`src/rtl/circular_arc_stepper_pkg.sv`:
```
// Shared types and constants for the circular arc stepper.
package circular_arc_stepper_pkg;

  localparam int BYTE_BITS = 8;
  localparam int STEP_OFS  = 3;

  typedef enum logic [2:0] {
    S_IDLE,
    S_INIT,
    S_CALC,
    S_EMIT,
    S_DONE
  } state_e;

  typedef logic signed [1:0] dir_t;

endpackage

```
`src/rtl/circular_arc_stepper_chooser.sv`:
```
// Picks the next unit step of the circle walk
// and the error term it leaves behind.
module circular_arc_stepper_chooser
  import circular_arc_stepper_pkg::*;
#(
  parameter  int NUM_BITS = BYTE_BITS,
  localparam int EW       = 2*NUM_BITS+3
) (
  input  logic signed [NUM_BITS-1:0] x,
  input  logic signed [NUM_BITS-1:0] y,
  input  logic signed [EW-1:0]       err,
  input  logic                       is_cw,
  output logic signed [1:0]          step_x,
  output logic signed [1:0]          step_y,
  output logic signed [EW-1:0]       err_nxt
);

  dir_t sgn_x, sgn_y, sx, sy;
  logic signed [EW-1:0] xe, ye, tx, ty;
  logic signed [EW-1:0] ex, ey, ax, ay;
  logic use_y0, use_x, use_y1;

  always_comb begin
    sgn_x = (x == '0) ? 2'sb00 :
            (x[NUM_BITS-1] ? 2'sb11 : 2'sb01);
    sgn_y = (y == '0) ? 2'sb00 :
            (y[NUM_BITS-1] ? 2'sb11 : 2'sb01);
    sx = is_cw ? sgn_y : dir_t'(-sgn_y);
    sy = is_cw ? dir_t'(-sgn_x) : sgn_x;

    xe = {{(EW-NUM_BITS){x[NUM_BITS-1]}}, x};
    ye = {{(EW-NUM_BITS){y[NUM_BITS-1]}}, y};
    tx = '0;
    ty = '0;
    if (sx == 2'sb01) tx = xe + xe;
    if (sx == 2'sb11) tx = -(xe + xe);
    if (sy == 2'sb01) ty = ye + ye;
    if (sy == 2'sb11) ty = -(ye + ye);

    ex = err + tx + EW'(1);
    ey = err + ty + EW'(1);
    ax = ex[EW-1] ? -ex : ex;
    ay = ey[EW-1] ? -ey : ey;

    // ties favour the x-axis step
    use_y0 = (sx == 2'sb00);
    use_x  = !use_y0 &&
             ((sy == 2'sb00) || (ax <= ay));
    use_y1 = !use_y0 && !use_x;

    step_x  = 2'sb00;
    step_y  = 2'sb00;
    err_nxt = ey;
    unique case (1'b1)
      use_y0: begin
        step_y  = sy;
        err_nxt = ey;
      end
      use_x: begin
        step_x  = sx;
        err_nxt = ex;
      end
      use_y1: begin
        step_y  = sy;
        err_nxt = ey;
      end
      default: begin
        step_y  = sy;
        err_nxt = ey;
      end
    endcase
  end

endmodule

```
`src/rtl/circular_arc_stepper.sv`:
```
// Arc step generator: FSM, registers and step handshake.
// Define CIRCULAR_ARC_STEPPER_POS_OUT_EN to expose pos_x/pos_y.
module circular_arc_stepper
  import circular_arc_stepper_pkg::*;
#(
  parameter  int NUM_BITS  = BYTE_BITS,
  localparam int STEP_BITS = NUM_BITS + STEP_OFS
) (
  input  logic                 clk,
  input  logic                 reset,
  input  logic                 in_valid,
  output logic                 in_ready,
  input  logic                 is_cw,
  input  logic [NUM_BITS-1:0]  start_x,
  input  logic [NUM_BITS-1:0]  start_y,
  input  logic [NUM_BITS-1:0]  r,
  input  logic [STEP_BITS-1:0] num_steps,
  output logic                 step_valid,
  input  logic                 step_ready,
  output logic [1:0]           step_x,
  output logic [1:0]           step_y,
  output logic                 done
`ifdef CIRCULAR_ARC_STEPPER_POS_OUT_EN
  ,
  output logic [NUM_BITS-1:0]  pos_x,
  output logic [NUM_BITS-1:0]  pos_y
`endif
);

  localparam int EW = 2*NUM_BITS+3;

  state_e state_q, state_d;
  logic cw_q, cw_d;
  logic signed [NUM_BITS-1:0] x_q, x_d;
  logic signed [NUM_BITS-1:0] y_q, y_d;
  logic [NUM_BITS-1:0] r_q, r_d;
  logic [STEP_BITS-1:0] cnt_q, cnt_d;
  logic signed [EW-1:0] err_q, err_d;
  logic signed [EW-1:0] en_q, en_d;
  logic signed [1:0] sx_q, sx_d;
  logic signed [1:0] sy_q, sy_d;

  logic signed [1:0] ch_sx, ch_sy;
  logic signed [EW-1:0] ch_err;
  logic signed [EW-1:0] xe, ye, re, init_err;
  logic signed [NUM_BITS-1:0] dx, dy;

  circular_arc_stepper_chooser #(
    .NUM_BITS(NUM_BITS)
  ) u_chooser (
    .x      (x_q),
    .y      (y_q),
    .err    (err_q),
    .is_cw  (cw_q),
    .step_x (ch_sx),
    .step_y (ch_sy),
    .err_nxt(ch_err)
  );

  always_comb begin
    xe = {{(EW-NUM_BITS){x_q[NUM_BITS-1]}}, x_q};
    ye = {{(EW-NUM_BITS){y_q[NUM_BITS-1]}}, y_q};
    re = {{(EW-NUM_BITS){1'b0}}, r_q};
    init_err = xe*xe + ye*ye - re*re;
    dx = {{(NUM_BITS-2){sx_q[1]}}, sx_q};
    dy = {{(NUM_BITS-2){sy_q[1]}}, sy_q};
  end

  always_comb begin
    state_d = state_q;
    cw_d    = cw_q;
    x_d     = x_q;
    y_d     = y_q;
    r_d     = r_q;
    cnt_d   = cnt_q;
    err_d   = err_q;
    en_d    = en_q;
    sx_d    = sx_q;
    sy_d    = sy_q;
    unique case (state_q)
      S_IDLE: begin
        if (in_valid) begin
          cw_d    = is_cw;
          x_d     = start_x;
          y_d     = start_y;
          r_d     = r;
          cnt_d   = num_steps;
          state_d = S_INIT;
        end
      end
      S_INIT: begin
        err_d = init_err;
        if (cnt_q == '0 ||
            (x_q == '0 && y_q == '0))
          state_d = S_DONE;
        else
          state_d = S_CALC;
      end
      S_CALC: begin
        sx_d    = ch_sx;
        sy_d    = ch_sy;
        en_d    = ch_err;
        state_d = S_EMIT;
      end
      S_EMIT: begin
        if (step_ready) begin
          x_d   = x_q + dx;
          y_d   = y_q + dy;
          err_d = en_q;
          cnt_d = cnt_q - STEP_BITS'(1);
          if (cnt_q == STEP_BITS'(1))
            state_d = S_DONE;
          else
            state_d = S_CALC;
        end
      end
      S_DONE:  state_d = S_IDLE;
      default: state_d = S_IDLE;
    endcase
  end

  always_ff @(posedge clk or negedge reset) begin
    if (!reset) begin
      state_q <= S_IDLE;
      cw_q    <= 1'b0;
      x_q     <= '0;
      y_q     <= '0;
      r_q     <= '0;
      cnt_q   <= '0;
      err_q   <= '0;
      en_q    <= '0;
      sx_q    <= '0;
      sy_q    <= '0;
    end else begin
      state_q <= state_d;
      cw_q    <= cw_d;
      x_q     <= x_d;
      y_q     <= y_d;
      r_q     <= r_d;
      cnt_q   <= cnt_d;
      err_q   <= err_d;
      en_q    <= en_d;
      sx_q    <= sx_d;
      sy_q    <= sy_d;
    end
  end

  assign in_ready   = (state_q == S_IDLE);
  assign step_valid = (state_q == S_EMIT);
  assign done       = (state_q == S_DONE);
  assign step_x     = sx_q;
  assign step_y     = sy_q;

`ifdef CIRCULAR_ARC_STEPPER_POS_OUT_EN
  assign pos_x = x_q;
  assign pos_y = y_q;
`endif

endmodule

```
`config.mk`:
```
export PLATFORM = sky130hd
export DESIGN_NAME = circular_arc_stepper
export DESIGN_NICKNAME = d
export VERILOG_FILES = /design/src/rtl/circular_arc_stepper_pkg.sv /design/src/rtl/circular_arc_stepper_chooser.sv /design/src/rtl/circular_arc_stepper.sv
export SDC_FILE = /design/constraint.sdc
export NUM_CORES = 1
export LEC_CHECK = 0
export BUFFER_PORTS_ARGS = -buffer_cell sky130_fd_sc_hd__buf_2
export CAP_MARGIN = 20
export CELL_PAD_IN_SITES_DETAIL_PLACEMENT = 1
export CELL_PAD_IN_SITES_GLOBAL_PLACEMENT = 1
export CORE_MARGIN = 8
export CORE_UTILIZATION = 50
export DETAILED_ROUTE_END_ITERATION = 10
export HOLD_SLACK_MARGIN = 0.06
export MAX_ROUTING_LAYER = met4
export PLACE_DENSITY = 0.92
export SLEW_MARGIN = 10
export SYNTH_ARGS = -nofsm -noshare
export SYNTH_HDL_FRONTEND = slang
export SYNTH_SLANG_ARGS = --single-unit
```
`constraint.sdc`:
```
create_clock -name clk -period 11.8 [get_ports clk]
set_input_delay 0.59 -clock clk [delete_from_list [all_inputs] [get_ports clk]]
set_output_delay 0.59 -clock clk [all_outputs]
set_load 0.01 [all_outputs]
```
==> flow_summary.json, run 1 <==
{
  "synth_top_cell_by_area": "fa_1",
  "top_layer": "met4",
  "worst-endpoint-required_ns": 12.06,
  "synth.top_cell.area_share_pct": 22.5,
  "vias": 13000,
  "slew_violations": 0,
  "synth_edf_count": 0,
  "drive_above_1_share_pct": 6.50,
  "clk_path_buf_depth": 2,
  "ys_warn_count": 0,
  "min-delay-path-class": "primary input to async pin",
  "min_period_ns": 10.07,
  "syn_area_um2": 14600,
  "rsz0062_at_grt": "false",
  "endpoint_kind": "flop",
  "cts_sinks": 81,
  "io_buffers": 46,
  "grt_pass1_wl_um": 81200,
  "crit_top_cell": "fa_1",
  "period_share_pct": 85.4,
  "worst-setup-path-type": "flop to flop",
  "async_reset_ff_share_pct": 100,
  "place.gp.congestion": 0.935,
  "yosys-top-cells-area": "fa_1 22%, ha_1 16%, dfrtp_1 14%",
  "antenna_found_initial": 2,
  "r2r-end": "err_q[17]$_DFFE_PN0P_",
  "wl_um": 50300,
  "cp_slowest_stage_delay_ns": 0.60,
  "max-cap-violations": 0,
  "grt_pass1_vias": 15000,
  "slowest_stage": "dfrtp_1",
  "grt_max_degree": 67,
  "crit_family": "adder cells",
  "startpoint_type": "flop",
  "row_count": 62,
  "finalNetCount": 2097,
  "r2r_slack_ns": 1.73,
  "yosysSeqAreaShare_pct": 13.9,
  "synth_most_common_cell": "inv_1",
  "wl_per_cell_um": 24.0,
  "cts_buffers": 9,
  "cts_hold_buf": 0,
  "overflow": 0,
  "drc_errors": 0,
  "dp_hpwl_um": 40300,
  "clk_latency_ns": 0.39,
  "ant_nets": 0,
  "synthTopCellsByCount": "234 x inv_1, 188 x ha_1, 164 x fa_1, 147 x nor2_1, 115 x nand2_1",
  "synth.distinct_cells": 75,
  "htreeDepth": 3,
  "fin_setup_tns_ns": 0,
  "finalSetupViolations": 0,
  "dr_wl_met2_um": 24500,
  "area_growth_pct": 6.22,
  "dr_wl_met3_um": 3400,
  "fmax_ghz": 0.0993,
  "fp.dieW_um": 187,
  "max-slew-margin-rel_pct": 27.2,
  "tritoncts": "done",
  "nFillCells": 3409,
  "gr-usage-all-layers_pct": 30.0,
  "clk_pin_slew_ns": 0.08,
  "drt_first_pass_iters": 6,
  "path_buf_inv": 5,
  "cts_resized": 0,
  "cp_data_arrival_time_ns": 10.34,
  "ys.flop_type": "dfrtp_1",
  "initial_core_util_pct": 50.8,
  "synth_seq_cells": 81,
  "post_cts_buffers": 0,
  "synthCells": 1689,
  "hold_viol_final": 0,
  "r2r-start": "r_q[0]$_DFFE_PN0P_",
  "die_h_um": 187,
  "placeableCoreArea_um2": 28800,
  "drtIter0Drc": 974,
  "vias_per_cell": 6.20,
  "wl_met1_um": 19200,
  "syn_area_per_cell_um2": 8.65,
  "dieArea_um2": 35000,
  "worst_slew_pin_slew_ns": 1.06,
  "ioPinCount": 47,
  "path_max_fanout": 12,
  "fin_skew_ns": 0.0220,
  "status": "completed",
  "ff2ff_path_depth": 36,
  "root_buffer": "clkbuf_16",
  "syn-num-nets": 2081
}
routing by layer:
metal | vias up | global-route usage, %
met5 | - | -
met4 | 0 | 17.3
met3 | 255 | 6.95
met2 | 589 | 49.9
met1 | 6490 | 32.8
li1 | 5656 | -
final cells by class:
class	count	area, um2	area share, %
tap	384	480	3.10
antenna	2	5.00	0.0322
clock buffer	10	229	1.48
sequential	81	2030	13.1
inverter	237	890	5.73
timing repair buffer	60	358	2.31
clock inverter	4	31.3	0.202
multi-input combinational	1316	11500	74.1
cells by family (layout without fill, tap and decap cells):
family,Yosys count,in the layout,synth area share (%)
other cells,0,2,0
xor+xnor,129,129,7.83
buf+inv,292,311,7.53
simple gates,446,446,14.4
compound gates,352,352,15.2
flops,81,81,13.9
fa+ha+maj,352,352,38.6
mux,37,37,2.64
per-stage QoR:
stage | instances | utilization (%) | setup slack [ns] | instance area (um2) | hold WS [ns]
6_report | 2094 | 53.9 | 1.73 | 15500 | 0.104
3_5_place_dp | 2077 | 52.9 | 1.84 | 15200 | 0.471
5_1_grt | 2094 | 53.9 | 1.28 | 15500 | 0.112
4_1_cts | 2091 | 53.8 | 1.80 | 15500 | 0.0935
3_3_place_gp | 2077 | 52.9 | 2.40 | 15200 | 0.465
2_1_floorplan | 1689 | - | 3.11 | 14600 | 0.294
worst reg2reg max path, delay by kind of cell, from the launching register on:
| family | cells | cell delay (ns) |
|---|---|---|
| flops | 1 | 0.60 |
| fa+ha+maj | 12 | 5.23 |
| xor+xnor | 3 | 0.78 |
| compound gates | 12 | 2.46 |
| buf+inv | 5 | 0.29 |
| simple gates | 4 | 0.60 |
flip-flops by register name (all words and copies together) (netlist names):
register and flops:
en_q 19, err_q 19, cnt_q 11, r_q 8, x_q 8, y_q 8, state_q 3, step_x 2
step_y 2, cw_q 1
placed cells by master, fill, tap and decap left out, drive strengths merged, types with 10 or more instances in the layout:
cell | netlist | routed
xnor2 | 88 | 88
o21a | 18 | 18
mux2i | 25 | 25
o21ai | 90 | 90
inv | 235 | 236
a21oi | 113 | 113
nand2 | 116 | 116
buf | 5 | 60
mux2 | 12 | 12
nor2b | 13 | 13
fa | 164 | 164
a211oi | 13 | 13
nor3 | 37 | 37
o21bai | 14 | 14
clkbuf | 50 | 10
a21o | 27 | 27
nand3 | 18 | 18
and2 | 35 | 35
dfrtp | 81 | 81
xor2 | 41 | 41
nor2 | 147 | 147
or3 | 16 | 16
and3 | 10 | 10
ha | 188 | 188
nand2b | 18 | 18
how the worst max path moves through the flow:
| stage | end | cells past startpoint | slack (ns) | from |
|---|---|---|---|---|
| after floorplan | err_q[17]$_DFFE_PN0P_ | 32 | 3.11 | r_q[5]$_DFFE_PN0P_ |
| after global placement | err_q[18]$_DFFE_PN0P_ | 36 | 2.40 | r_q[0]$_DFFE_PN0P_ |
| after detailed placement | err_q[17]$_DFFE_PN0P_ | 36 | 1.84 | r_q[0]$_DFFE_PN0P_ |
| after CTS | err_q[17]$_DFFE_PN0P_ | 36 | 1.80 | r_q[0]$_DFFE_PN0P_ |
| after global routing | err_q[18]$_DFFE_PN0P_ | 36 | 1.28 | r_q[0]$_DFFE_PN0P_ |
| final | err_q[17]$_DFFE_PN0P_ | 36 | 1.73 | r_q[0]$_DFFE_PN0P_ |
Power of run 1 is left out: the tool's default activity adds up to more than one toggle a clock period on the data nets, which glitch-free logic cannot reach.
==> run 2: changes to the inputs <==
CORE_ASPECT_RATIO = 1.4   (was unset)
==> flow_summary.json, run 2 (synthesis gave the netlist of run 1 again) <==
{
  "cts_sinks": 81,
  "endpoint_kind": "flop",
  "r2r-end": "err_q[18]$_DFFE_PN0P_",
  "grtUsageMet2_pct": 55.5,
  "use_met1_pct": 30.3,
  "placeableCoreArea_um2": 29000,
  "place.gp.congestion": 0.995,
  "nFillCells": 3431,
  "r2r-start": "r_q[0]$_DFFE_PN0P_",
  "fmax_ghz": 0.0988,
  "fin_setup_tns_ns": 0,
  "clk_latency_ns": 0.38,
  "worst-path-stages": 36,
  "worst-setup-path-type": "flop to flop",
  "min-delay-path-class": "primary input to flop",
  "grt_pass1_wl_um": 81100,
  "ant_nets": 0,
  "htreeDepth": 3,
  "ioPinCount": 47,
  "finalNetCount": 2101,
  "cts_resized": 0,
  "largestRegisters": "en_q x19, err_q x19, cnt_q x11",
  "crit_family": "adder cells",
  "initial_core_util_pct": 50.4,
  "r2r_slack_ns": 1.68,
  "final_cell_area_um2": 15600,
  "grt_max_degree": 74,
  "row_count": 74,
  "drt_first_pass_iters": 5,
  "busiest_layer": "met2",
  "drc_errors": 0,
  "final_common_cell": "inv_1",
  "startpoint": "r_q[0]$_DFFE_PN0P_",
  "worst_slew_pin_slew_ns": 1.10,
  "min_period_ns": 10.12,
  "ff2ff_path_depth": 36,
  "regArea_um2": 2030,
  "path_buf_inv": 5,
  "period_share_pct": 85.8,
  "drtIter0Drc": 670,
  "overflow": 0,
  "rsz0062_at_grt": "false",
  "antenna_found_initial": 1,
  "slowest_stage": "dfrtp_1",
  "worst-endpoint-required_ns": 12.06,
  "cp-endpoint": "err_q[18]$_DFFE_PN0P_",
  "dpl-instance-area_um2": 15200,
  "root_buffer": "clkbuf_16",
  "vias": 12900,
  "fp.dieW_um": 160,
  "gr-usage-met3_pct": 4.33,
  "wl_per_cell_um": 24.5,
  "startpoint_type": "flop",
  "clk_path_buf_depth": 2,
  "multiInputGateArea_um2": 11500,
  "tritoncts": "done",
  "post-route-util_pct": 53.9,
  "status": "completed",
  "gr-usage-all-layers_pct": 30.7,
  "finalSetupViolations": 0,
  "crit_top_cell": "fa_1",
  "mostFrequentLayoutCells": "234 x inv_1, 188 x ha_1, 164 x fa_1",
  "die_h_um": 218,
  "drive_above_1_share_pct": 6.83,
  "slew_violations": 0,
  "dieArea_um2": 35000,
  "cp_slowest_stage_delay_ns": 0.64,
  "area_growth_pct": 6.83,
  "cp_data_arrival_time_ns": 10.39,
  "path_max_fanout": 12,
  "vias_per_cell": 6.14,
  "max-slew-margin-rel_pct": 24.3,
  "hold_viol_final": 0,
  "cts_buffers": 9,
  "grt_pass1_vias": 15000,
  "dp_hpwl_um": 41600,
  "io_buffers": 46,
  "fin_skew_ns": 0.0163,
  "clk_pin_slew_ns": 0.08,
  "max-cap-violations": 0,
  "wl_um": 51300
}
[run 2: cell types whose count changed in the layout (fill, tap and decap cells not counted)]
| cell | change |
|---|---|
| clkbuf_1 | -1 |
| clkinv_8 | +2 |
| clkinvlp_4 | -3 |
| diode_2 | -1 |
| buf_4 | +2 |
| buf_16 | +1 |
| inv_8 | +1 |
| dlygate4sd3_1 | +1 |
| inv_6 | +3 |
[run 2: area by class of cell]
type,count,share of cell area [%]
clock buffers,9,1.44
well taps,380,3.05
diodes,1,0.0160
multi-input cells,1316,73.7
inverters,237,5.70
flip-flops and latches,81,13.0
clock inverters,7,0.505
repair buffers,64,2.63
[run 2: per-layer routing]
metal  share of wire [%]  up-vias
met2                  53      454
met3                 4.3      262
li1                    -     5669
met1                  35     6488
met5                   0        -
met4                 7.5        0
[run 2: how the worst min path moves through the flow]
stage               startpoint                    to  depth (start not counted)
detailed placement       reset  cnt_q[7]$_DFFE_PN0P_                          1
global route              r[7]    r_q[7]$_DFFE_PN0P_                          2
CTS                       r[3]    r_q[3]$_DFFE_PN0P_                          3
finish                    r[3]    r_q[3]$_DFFE_PN0P_                          3
global placement         reset  cnt_q[7]$_DFFE_PN0P_                          1
floorplan                reset  cnt_q[0]$_DFFE_PN0P_                          0
[run 2: stage by stage]
stage	instances	hold slack (ns)	setup slack (ns)
floorplan	1689	0.294	3.11
global placement	2075	0.431	2.21
detailed placement	2075	0.429	1.74
CTS	2092	0.418	1.71
global route	2095	0.441	1.32
finish	2095	0.430	1.68
[run 2: worst min-delay path, stage by stage]
cell and delay (ns):
buf_2 0.07, nand2_1 0.03, o21ai_0 0.08
[run 2: timing repair]
item | in CTS | in global routing
endpoints found under the hold margin | 8 | 0
setup buffers | 0 | 0
setup endpoints to repair | 0 | 0
hold buffers | 1 | 0
Power of run 2 is left out for the same reason.
==> run 3: changes to the inputs <==
CORE_UTILIZATION = 54   (was 50)
PLACE_DENSITY = 0.95   (was 0.92)
clock period = 11.7 ns   (was 11.8 ns; I/O delays follow)
==> flow_summary.json, run 3 (synthesis gave the netlist of run 1 again) <==
{
  "status": "completed",
  "die_h_um": 211,
  "drc_errors": 0,
  "fmax_ghz": 0.0967,
  "cts_sinks": 81,
  "finalSetupViolations": 0,
  "final_common_cell": "inv_1",
  "initial_core_util_pct": 54.6,
  "path_buf_inv": 5,
  "r2r-start": "r_q[0]$_DFFE_PN0P_",
  "startpoint_type": "flop",
  "placeableCoreArea_um2": 26700,
  "cts_hold_buf": 1,
  "stdcell_count": 2083,
  "min-delay-path-class": "primary input to flop",
  "ff2ff_path_depth": 36,
  "clk_pin_slew_ns": 0.09,
  "grt_pass1_vias": 15500,
  "grtUsageMet2_pct": 61.3,
  "post_cts_buffers": 0,
  "cp_slowest_stage_delay_ns": 0.66,
  "vias_per_cell": 6.60,
  "vias": 13800,
  "largestRegisters": "en_q x19, err_q x19, cnt_q x11",
  "wl_per_cell_um": 27.6,
  "r2r_slack_ns": 1.35,
  "grt_pass1_wl_um": 87000,
  "rsz0062_at_grt": "false",
  "worst-endpoint-required_ns": 11.98,
  "cp_data_arrival_time_ns": 10.63,
  "holdPathStages": 3,
  "hp-start": "r[3]",
  "drt_first_pass_iters": 5,
  "hold-path-endpoint": "r_q[3]$_DFFE_PN0P_",
  "r2r-end": "err_q[17]$_DFFE_PN0P_",
  "finalNetCount": 2101,
  "drtIter0Drc": 1221,
  "endpoint_kind": "flop",
  "antenna_found_initial": 4,
  "slew_violations": 0,
  "dpl-instance-area_um2": 15200,
  "dp_hpwl_um": 42200,
  "area_growth_pct": 6.86,
  "root_buffer": "clkbuf_16",
  "busiest_layer": "met2",
  "max-slew-margin-rel_pct": 26.9,
  "dieArea_um2": 32700,
  "min_period_ns": 10.35,
  "grt_max_degree": 71,
  "drive_above_1_share_pct": 6.83,
  "row_count": 71,
  "max-cap-violations": 0,
  "path_max_fanout": 12,
  "dp.cells": 2057,
  "fin_setup_tns_ns": 0,
  "slowest_stage": "dfrtp_1",
  "clk_latency_ns": 0.40,
  "cts_buffers": 9,
  "ioPinCount": 47,
  "htreeDepth": 3,
  "crit_family": "adder cells",
  "tritoncts": "done",
  "clk_path_buf_depth": 2,
  "worst_slew_pin_slew_ns": 1.10,
  "hold_viol_final": 0,
  "fp.dieW_um": 155,
  "use_met1_pct": 34.3,
  "worst-setup-path-type": "flop to flop",
  "crit_top_cell": "fa_1",
  "cts_resized": 0,
  "io_buffers": 46,
  "ant_nets": 0,
  "mostFrequentLayoutCells": "234 x inv_1, 188 x ha_1, 164 x fa_1",
  "gr-usage-met3_pct": 9.56,
  "overflow": 0,
  "place.gp.congestion": 0.991,
  "gr-usage-all-layers_pct": 36.2,
  "period_share_pct": 88.4,
  "fin_skew_ns": 0.0236,
  "wl_um": 57500,
  "final_cell_area_um2": 15600
}
run 3: through the flow:
step                worst slack [ns]  hold WS (ns)  utilization (%)
floorplan                       3.01         0.289                -
global placement                2.07         0.436             56.8
detailed placement              1.63         0.435             56.8
CTS                             1.51         0.412             58.0
global route                    1.04         0.417             58.4
finish                          1.35         0.402             58.4
run 3: area by class of cell:
cell class / instances / area, um2
multi-input cells: 1316 / 11500
diodes: 4 / 10.0
well taps: 365 / 457
clock buffers: 9 / 225
fillers: 3175 / 11100
repair buffers: 64 / 423
clock inverters: 7 / 81.3
flip-flops and latches: 81 / 2030
inverters: 237 / 890
run 3: how the worst max path moves through the flow:
stage | start | endpoint | cells after the start
2_1_floorplan | r_q[5]$_DFFE_PN0P_ | err_q[17]$_DFFE_PN0P_ | 32
3_3_place_gp | r_q[0]$_DFFE_PN0P_ | err_q[17]$_DFFE_PN0P_ | 36
3_5_place_dp | r_q[0]$_DFFE_PN0P_ | err_q[18]$_DFFE_PN0P_ | 36
4_1_cts | r_q[0]$_DFFE_PN0P_ | err_q[18]$_DFFE_PN0P_ | 36
5_1_grt | r_q[0]$_DFFE_PN0P_ | err_q[17]$_DFFE_PN0P_ | 36
6_report | r_q[0]$_DFFE_PN0P_ | err_q[17]$_DFFE_PN0P_ | 36
run 3: metal layers:
layer | vias to the layer above | wire [um]
met2 | 863 | 28700
met4 | 0 | 5400
li1 | 5667 | -
met5 | - | 0
met3 | 450 | 4640
met1 | 6778 | 18800
run 3: worst min-delay path, delay by kind of cell:
kind | cells | cell delay [ns]
compound gates | 1 | 0.07
buf+inv | 1 | 0.07
simple gates | 1 | 0.03
Power of run 3 is left out for the same reason.
